## src/rtl/axi_rd_arbiter.sv

```systemverilog
// rtl/axi_rd_arbiter.sv - two-requester AXI4 read arbiter with in-order R routing
// Optional ARB_S0_PRIORITY_EN: s0 always wins contention instead of round-robin.

module axi_rd_arbiter #(
  parameter int C_M_AXI_ADDR_WIDTH = 64,
  parameter int C_M_AXI_DATA_WIDTH = 512,
  parameter int C_MAX_OUTSTANDING  = 16,
  parameter int C_CNT_WIDTH        = $clog2(C_MAX_OUTSTANDING) + 1
) (
  input  logic                          data_clk,
  input  logic                          data_rst_n,

  input  logic                          s0_arvalid,
  output logic                          s0_arready,
  input  logic [C_M_AXI_ADDR_WIDTH-1:0] s0_araddr,
  input  logic [7:0]                    s0_arlen,
  output logic                          s0_rvalid,
  input  logic                          s0_rready,
  output logic [C_M_AXI_DATA_WIDTH-1:0] s0_rdata,
  output logic                          s0_rlast,

  input  logic                          s1_arvalid,
  output logic                          s1_arready,
  input  logic [C_M_AXI_ADDR_WIDTH-1:0] s1_araddr,
  input  logic [7:0]                    s1_arlen,
  output logic                          s1_rvalid,
  input  logic                          s1_rready,
  output logic [C_M_AXI_DATA_WIDTH-1:0] s1_rdata,
  output logic                          s1_rlast,

  output logic                          m_axi_arvalid,
  input  logic                          m_axi_arready,
  output logic [C_M_AXI_ADDR_WIDTH-1:0] m_axi_araddr,
  output logic [7:0]                    m_axi_arlen,
  input  logic                          m_axi_rvalid,
  output logic                          m_axi_rready,
  input  logic [C_M_AXI_DATA_WIDTH-1:0] m_axi_rdata,
  input  logic                          m_axi_rlast,

  output logic [C_CNT_WIDTH-1:0]        outstanding,
  output logic                          busy,
  output logic                          rd_err
);

  localparam int PTR_W = $clog2(C_MAX_OUTSTANDING);
  localparam logic [C_CNT_WIDTH-1:0] MAX_CNT = C_CNT_WIDTH'(C_MAX_OUTSTANDING);

  logic                          ar_valid_q;
  logic [C_M_AXI_ADDR_WIDTH-1:0] ar_addr_q;
  logic [7:0]                    ar_len_q;

  // Order FIFO: one bit per burst naming the requester that owns it.
  logic                          order_q [C_MAX_OUTSTANDING];
  logic [PTR_W-1:0]              wr_ptr_q;
  logic [PTR_W-1:0]              rd_ptr_q;
  logic [C_CNT_WIDTH-1:0]        cnt_q;
  logic                          rd_err_q;

  logic credit_ok;
  logic slot_free;
  logic grant_0;
  logic grant_1;
  logic push;
  logic push_id;
  logic pop;
  logic empty;
  logic head;

`ifdef ARB_S0_PRIORITY_EN
  always_comb begin
    grant_0 = s0_arvalid;
    grant_1 = s1_arvalid & ~s0_arvalid;
  end
`else
  logic last_grant_q;

  // On contention the requester that did not win last time goes next.
  always_comb begin
    grant_0 = s0_arvalid & (~s1_arvalid | last_grant_q);
    grant_1 = s1_arvalid & (~s0_arvalid | ~last_grant_q);
  end

  always_ff @(posedge data_clk) begin
    if (!data_rst_n) begin
      last_grant_q <= 1'b1;
    end else if (push) begin
      last_grant_q <= push_id;
    end
  end
`endif

  always_comb begin
    credit_ok  = cnt_q < MAX_CNT;
    slot_free  = ~ar_valid_q | m_axi_arready;
    s0_arready = grant_0 & credit_ok & slot_free & data_rst_n;
    s1_arready = grant_1 & credit_ok & slot_free & data_rst_n;
    push       = (s0_arvalid & s0_arready) | (s1_arvalid & s1_arready);
    push_id    = s1_arready;
  end

  always_comb begin
    empty        = (cnt_q == '0);
    head         = order_q[rd_ptr_q];
    s0_rvalid    = data_rst_n & m_axi_rvalid & ~empty & ~head;
    s1_rvalid    = data_rst_n & m_axi_rvalid & ~empty & head;
    m_axi_rready = data_rst_n & ~empty & (head ? s1_rready : s0_rready);
    pop          = m_axi_rvalid & m_axi_rready & m_axi_rlast;
  end

  assign s0_rdata = m_axi_rdata;
  assign s1_rdata = m_axi_rdata;
  assign s0_rlast = m_axi_rlast;
  assign s1_rlast = m_axi_rlast;

  // A new accept only happens when the slot is free, so it may overwrite.
  always_ff @(posedge data_clk) begin
    if (!data_rst_n) begin
      ar_valid_q <= 1'b0;
      ar_addr_q  <= '0;
      ar_len_q   <= '0;
    end else if (push) begin
      ar_valid_q <= 1'b1;
      ar_addr_q  <= push_id ? s1_araddr : s0_araddr;
      ar_len_q   <= push_id ? s1_arlen : s0_arlen;
    end else if (m_axi_arready) begin
      ar_valid_q <= 1'b0;
    end
  end

  always_ff @(posedge data_clk) begin
    if (push) begin
      order_q[wr_ptr_q] <= push_id;
    end
  end

  always_ff @(posedge data_clk) begin
    if (!data_rst_n) begin
      wr_ptr_q <= '0;
      rd_ptr_q <= '0;
      cnt_q    <= '0;
      rd_err_q <= 1'b0;
    end else begin
      if (push) begin
        wr_ptr_q <= wr_ptr_q + 1'b1;
      end
      if (pop) begin
        rd_ptr_q <= rd_ptr_q + 1'b1;
      end
      case ({push, pop})
        2'b10:   cnt_q <= cnt_q + 1'b1;
        2'b01:   cnt_q <= cnt_q - 1'b1;
        default: cnt_q <= cnt_q;
      endcase
      if (m_axi_rvalid & empty) begin
        rd_err_q <= 1'b1;
      end
    end
  end

  assign m_axi_arvalid = ar_valid_q;
  assign m_axi_araddr  = ar_addr_q;
  assign m_axi_arlen   = ar_len_q;
  assign outstanding   = cnt_q;
  assign busy          = (cnt_q != '0) | ar_valid_q;
  assign rd_err        = rd_err_q;

endmodule
```

## config.mk

```make
export PLATFORM = sky130hd
export DESIGN_NAME = axi_rd_arbiter
export DESIGN_NICKNAME = d
export VERILOG_FILES = /design/src/rtl/axi_rd_arbiter.sv
export SDC_FILE = /design/constraint.sdc
export NUM_CORES = 1
export LEC_CHECK = 0
export CORE_AREA = 2 2 682 684
export CTS_BUF_LIST = sky130_fd_sc_hd__clkbuf_8 sky130_fd_sc_hd__clkbuf_16
export CTS_CLUSTER_SIZE = 30
export DETAILED_ROUTE_END_ITERATION = 8
export DIE_AREA = 0 0 684 686
export PLACE_DENSITY_LB_ADDON = 0.05
export SYNTH_ARGS = -nofsm -noshare
export SYNTH_HDL_FRONTEND = slang
export SYNTH_SLANG_ARGS = --single-unit
```

## constraint.sdc

```tcl
create_clock -name data_clk -period 3.1 [get_ports data_clk]
set_input_delay 0.62 -clock data_clk [delete_from_list [all_inputs] [get_ports data_clk]]
set_output_delay 0.62 -clock data_clk [all_outputs]
set_load 0.02 [all_outputs]
```

# == After elaboration in Yosys (flattened, before gate mapping) ==
# Memories as Yosys holds them, arrays and structs flattened. A register that Yosys moved wholly into a read port is not among the register bits.
# Cells that the tools add are included.
# word_totals
mem_count,1
regBits,88
elab_cells,60
mem_bits_rw,16
mem_bits_ro,0
latch_bits,0
in_bits,665
# mem_list
memory,words,width,read_ports,rd_ports_with_merged_regs,write_ports,line,rtl
order_q,16,1,1,1,1,53,logic order_q [C_MAX_OUTSTANDING];
# op_classes
n_addsub,4
reduce_logical,4
mux,10
shift,0
order_cmp,1
mul,0
n_div,0
bitwise_logic,30
eq_ne,2
# op_table
op,count
64-bit two-way mux,1
1-bit bitwise AND,19
5-bit one-hot mux with 2 select lines,1
"4-bit by 1-bit adder with 4-bit output, second input constant",2
4-bit two-way mux,2
8-bit two-way mux,1
1-bit NOT,6
"5-bit by 1-bit adder with 5-bit output, second input constant",1
5-bit zero test,1
"5-bit < comparator, second input constant",1
1-bit two-way mux,5
1-bit bitwise OR,5
5-bit nonzero test,1
"5-bit by 1-bit subtractor with 5-bit output, second input constant",1
2-bit nonzero test,2
"2-bit by 1-bit equality test with 1-bit output, second input constant",1
"2-bit equality test, second input constant",1

# == Longest topological paths before layout ==
# logic_depth
word_depth,10
mapped_depth,15

# == Worst setup path after synthesis ==
# OpenSTA, ideal clock, no wires.
# synth_path
kind,input port to flip-flop
from,input port data_rst_n
to,register cnt_q[4] (netlist: outstanding[4])
path_stages,14
t_required_ns,2.968
path_buffers,2
setup_time_ns,0.132
t_arrival_ns,3.069
setup_slack_ns,-0.101
path_cell_list,buf_2 inv_2 nor3_1 o21a_1 clkbuf_1 inv_1 ha_1 xor2_1 ha_1 a21oi_1 o22ai_1 a222oi_1 or3_1 a21oi_1
# synth_between
elab_chain_len,6
# synth_lines
item,line,rtl
from (decl),11,"input logic data_rst_n,"
1-bit bitwise AND (2 in a row),106,m_axi_rready = data_rst_n & ~empty & (head ? s1_rready : s0_rready);
1-bit bitwise AND (2 in a row),107,pop = m_axi_rvalid & m_axi_rready & m_axi_rlast;
2-bit by 1-bit equality test with 1-bit output / 2-bit equality test (equally long branches),149,"case ({push, pop})"
5-bit one-hot mux with 2 select lines / 2-bit nonzero test (equally long branches),n/a,
to (signal assigned),150,2'b10: cnt_q <= cnt_q + 1'b1;
to (signal assigned),151,2'b01: cnt_q <= cnt_q - 1'b1;
to (signal assigned),152,default: cnt_q <= cnt_q;
to (decl),56,logic [C_CNT_WIDTH-1:0] cnt_q;
# Parallel ways exist; a longest one is shown, timed or not.
# A chain may end at the register's enable or synchronous reset.

==> results.py <==
metrics = {
    "place": {
        "port_buffers": 239,
        "detailedPlacementHpwl_um": 175000,
        "post-place-cells": 7024,
        "dp_worst_setup_slack_ps": -342,
        "place.gp.congestion": 0.641,
    },
    "clock_tree": {
        "clock_tree.root_cell": "clkbuf_16",
        "cts_hold_repair.buffers": 0,
        "numCtsBuffers": 13,
        "clock_tree.htree_level_count": 3,
        "clk_pin_slew_ps": 130,
        "clock_insertion_delay_worst_skew_ps": 590,
        "tritoncts": "built",
        "cts-root-to-sink-buffers": 3,
        "tritoncts_num_sinks": 108,
    },
    "floorplan": {
        "die_w_um": 684,
        "io_pins": 1776,
        "core_area_um2": 462000,
        "fp.dieArea_um2": 469000,
        "start_util_pct": 2.73,
        "fp.dieH_um": 686,
        "row_count": 250,
    },
    "power": {
        "peakVddDrop_v": 0.000273,
        "power-per-cell-area_nw_per_um2": 295,
        "power_leakage_nw": 3.22,
        "post-layout-total-power_w": 0.00473,
    },
    "sta": {
        "finalCritPeriodShare_pct": 103,
        "min_period_ps": 3190,
        "unrepaired_setup_endpoints_after_global_routing": "true",
        "finalHoldWorstSlack_ps": 492,
        "worstMarginPinSlew_ps": 725,
        "setup_tns_final_ps": -306,
        "finalSetupViolations": 4,
        "setup_ws_ps": -91.3,
        "timing.clock.skew_ps": 55.1,
        "worst_slew_margin_rel_pct": 51.7,
        "max_freq_mhz": 313,
        "hold_violations": 0,
        "final_max_slew_viol_count": 0,
    },
    "detailed_routing": {
        "route.detailed.drc": 0,
        "dr_total_vias": 7861,
        "drt_pre_antenna_iters": 5,
        "route.final.wire_length_um": 192000,
        "routedWlPerCell_um": 27.3,
        "vias_per_cell": 1.12,
        "antenna_left": 0,
        "number_of_design_rule_violations_left_by_the_first_detailed_router_iteration": 447,
    },
    "synth": {
        "yosysSeqAreaShare_pct": 18.4,
        "syn_nets": 2284,
        "area_of_the_mapped_netlist_um2": 12600,
        "synth_edf_count": 16,
        "netlist_instances": 1611,
        "synth-seq-cells": 108,
        "synth_async_sr_flop_share_pct": 0,
        "post_synth_top_flop": "dfxtp_1",
        "synth.avg_cell_area_um2": 7.84,
        "ys_types": 46,
        "yosys_warnings": 0,
    },
    "critical_path": {
        "startpoint_type": "register",
        "cell_type_of_the_slowest_stage_on_the_worst_timing_path": "mux4_2",
        "crit_path_max_fanout": 5,
        "crit_path_largest_cell_delay_ps": 530,
        "cp.required_ps": 2480,
        "endpoint": "s0_rvalid",
        "worst-endpoint-arrival_ps": 2570,
        "end_kind": "output port",
        "category_of_cells_accounting_for_the_largest_share_of_critical_path_delay": "multiplexers",
        "crit-reg2reg-capture": "outstanding[4]",
        "kind_of_critical_path": "reg2out",
        "timing.critical_path.buf_inv": 5,
        "reg2reg_setup_slack_ps": -80,
        "crit_chain": "buf_12 -> mux4_2 -> mux2i_4 -> o22ai_4 -> buf_4 -> buf_6 -> buf_4 -> nor2_4 -> buf_6",
        "instance_count_on_the_critical_path": 9,
        "r2r.worst_path.cells": 14,
    },
    "global_route": {
        "grt_usage_pct": 7.92,
        "first_global_vias": 8317,
        "grt_first_pass_wirelength_um": 215000,
        "grt_overflow": 0,
        "grt_max_degree": 33,
        "initial_antenna_violation_count": 24,
    },
    "outcome": {
        "violations": "negative setup slack",
        "outcome": "finished with violations",
    },
    "flow_run": {
        "max_cap_viol_count": 0,
    },
    "worst_hold_path": {
        "path_category_of_the_worst_min_delay_check": "reg2reg",
        "startpoint_of_the_lowest_slack_hold_path": "last_grant_q",
    },
    "finish": {
        "area_growth_pct": 27.2,
        "share_of_post_route_cells_with_drive_strength_above_1_pct": 14.9,
        "insertedDiodeCount": 0,
        "nets": 1544,
        "fill_cells": 55000,
        "instances_no_fill": 7047,
    },
}
cells by family (layout without fill, tap and decap cells):
kind of cell,after synthesis,after routing,share of synthesized area [%]
compound gates,94,94,6.17
mux,12,12,1.40
buf+inv,1083,345,63.1
simple gates,295,295,9.41
flops,108,108,18.4
xor+xnor,11,11,0.763
fa+ha+maj,8,8,0.793
timing repair:
action,4_1_cts,5_1_grt
pin swaps,5,6
resized for setup,34,3
setup endpoints to repair,7,6
setup buffers,2,4
through the flow:
stage	cell area, um2	utilization (%)
floorplan	12600	-
CTS	16000	3.47
finish	16100	3.48
global placement	15600	3.37
detailed placement	15600	3.37
global route	16100	3.48
metal layers:
| layer | up-vias | wire length (um) | track usage (%) |
|---|---|---|---|
| met5 | - | 864 | 1.40 |
| met4 | 26 | 6780 | 2.64 |
| met3 | 261 | 67000 | 13.2 |
| met2 | 1708 | 75800 | 10.8 |
| met1 | 3262 | 41800 | 4.87 |
| li1 | 2604 | - | - |
layout by cell type, fill, tap and decap left out, types with 3 or more instances in the layout:
cell type	instances
mux4_2	3
clkbuf_16	13
buf_12	14
dfxtp_1	91
buf_6	5
nor2_4	3
xnor2_1	4
nand2b_1	4
ha_2	3
nand3_1	8
nor2_1	98
a21oi_1	5
inv_1	6
o21ai_0	3
xor2_1	6
a311oi_1	72
ha_1	5
mux2i_1	5
clkdlybuf4s50_1	232
nor3_1	7
edfxtp_1	16
nand2_1	157
buf_4	68
flip-flops by register name, indices dropped and copies added (netlist names), named ones only:
| register | cells |
|---|---|
| wr_ptr_q | 4 |
| m_axi_arvalid | 1 |
| order_q | 16 |
| m_axi_arlen | 8 |
| rd_ptr_q | 4 |
| last_grant_q | 1 |
| outstanding | 5 |
| rd_err | 1 |
| m_axi_araddr | 64 |
worst min path at each step:
stage	depth (start not counted)	endpoint
after global placement	2	m_axi_araddr[63]
after global routing	2	m_axi_araddr[9]
after CTS	2	m_axi_araddr[35]
after detailed placement	2	m_axi_araddr[0]
after floorplan	2	last_grant_q
final	2	last_grant_q
report_power, final:
group | switching (W) | internal (W) | total (W)
registers | 0.0000778 | 0.00152 | 0.00160
logic | 0.000635 | 0.000553 | 0.00119
clock network | 0.00109 | 0.000857 | 0.00194
total | 0.00180 | 0.00293 | 0.00473
synth_stat cells (all sizes together), types with 2 or more instances:
master  number  area, um2
a21oi        6       30.0
a311oi      72        631
a31oi        2       12.5
buf       1040       7800
clkbuf      34        128
dfxtp       92       1840
edfxtp      16        480
ha           8        100
inv          9       33.8
mux2         2       22.5
mux2i        7       82.6
mux4         3       71.3
nand2      157        589
nand2b       4       25.0
nand3       10       50.1
nor2       103        387
nor2b        2       12.5
nor3         7       35.0
nor4         2       12.5
o21ai        3       15.0
o22ai        3       25.0
or3          2       12.5
or4b         2       20.0
xnor2        4       35.0
xor2         7       61.3
worst register-to-register path, cell delays in order, from the launching register on:
cell and delay (ps):
dfxtp_2 370, buf_12 120, mux4_2 540, mux2i_4 230
o22ai_4 130, mux2i_2 240, nor2b_2 80, buf_4 130
buf_4 150, ha_2 180, buf_4 150, o22ai_1 150
a222oi_1 130, or3_1 390, a21oi_1 140
layout make-up:
| type | count | area [um2] | share of cell area, % |
|---|---|---|---|
| tap | 6174 | 7720 | 48.1 |
| timing repair buffer | 319 | 3170 | 19.7 |
| multi-input combinational | 420 | 2420 | 15.1 |
| sequential | 108 | 2320 | 14.5 |
| clock buffer | 13 | 325 | 2.03 |
| clock inverter | 4 | 51.3 | 0.319 |
| inverter | 9 | 43.8 | 0.273 |
(Power assumes the default switching activity.)
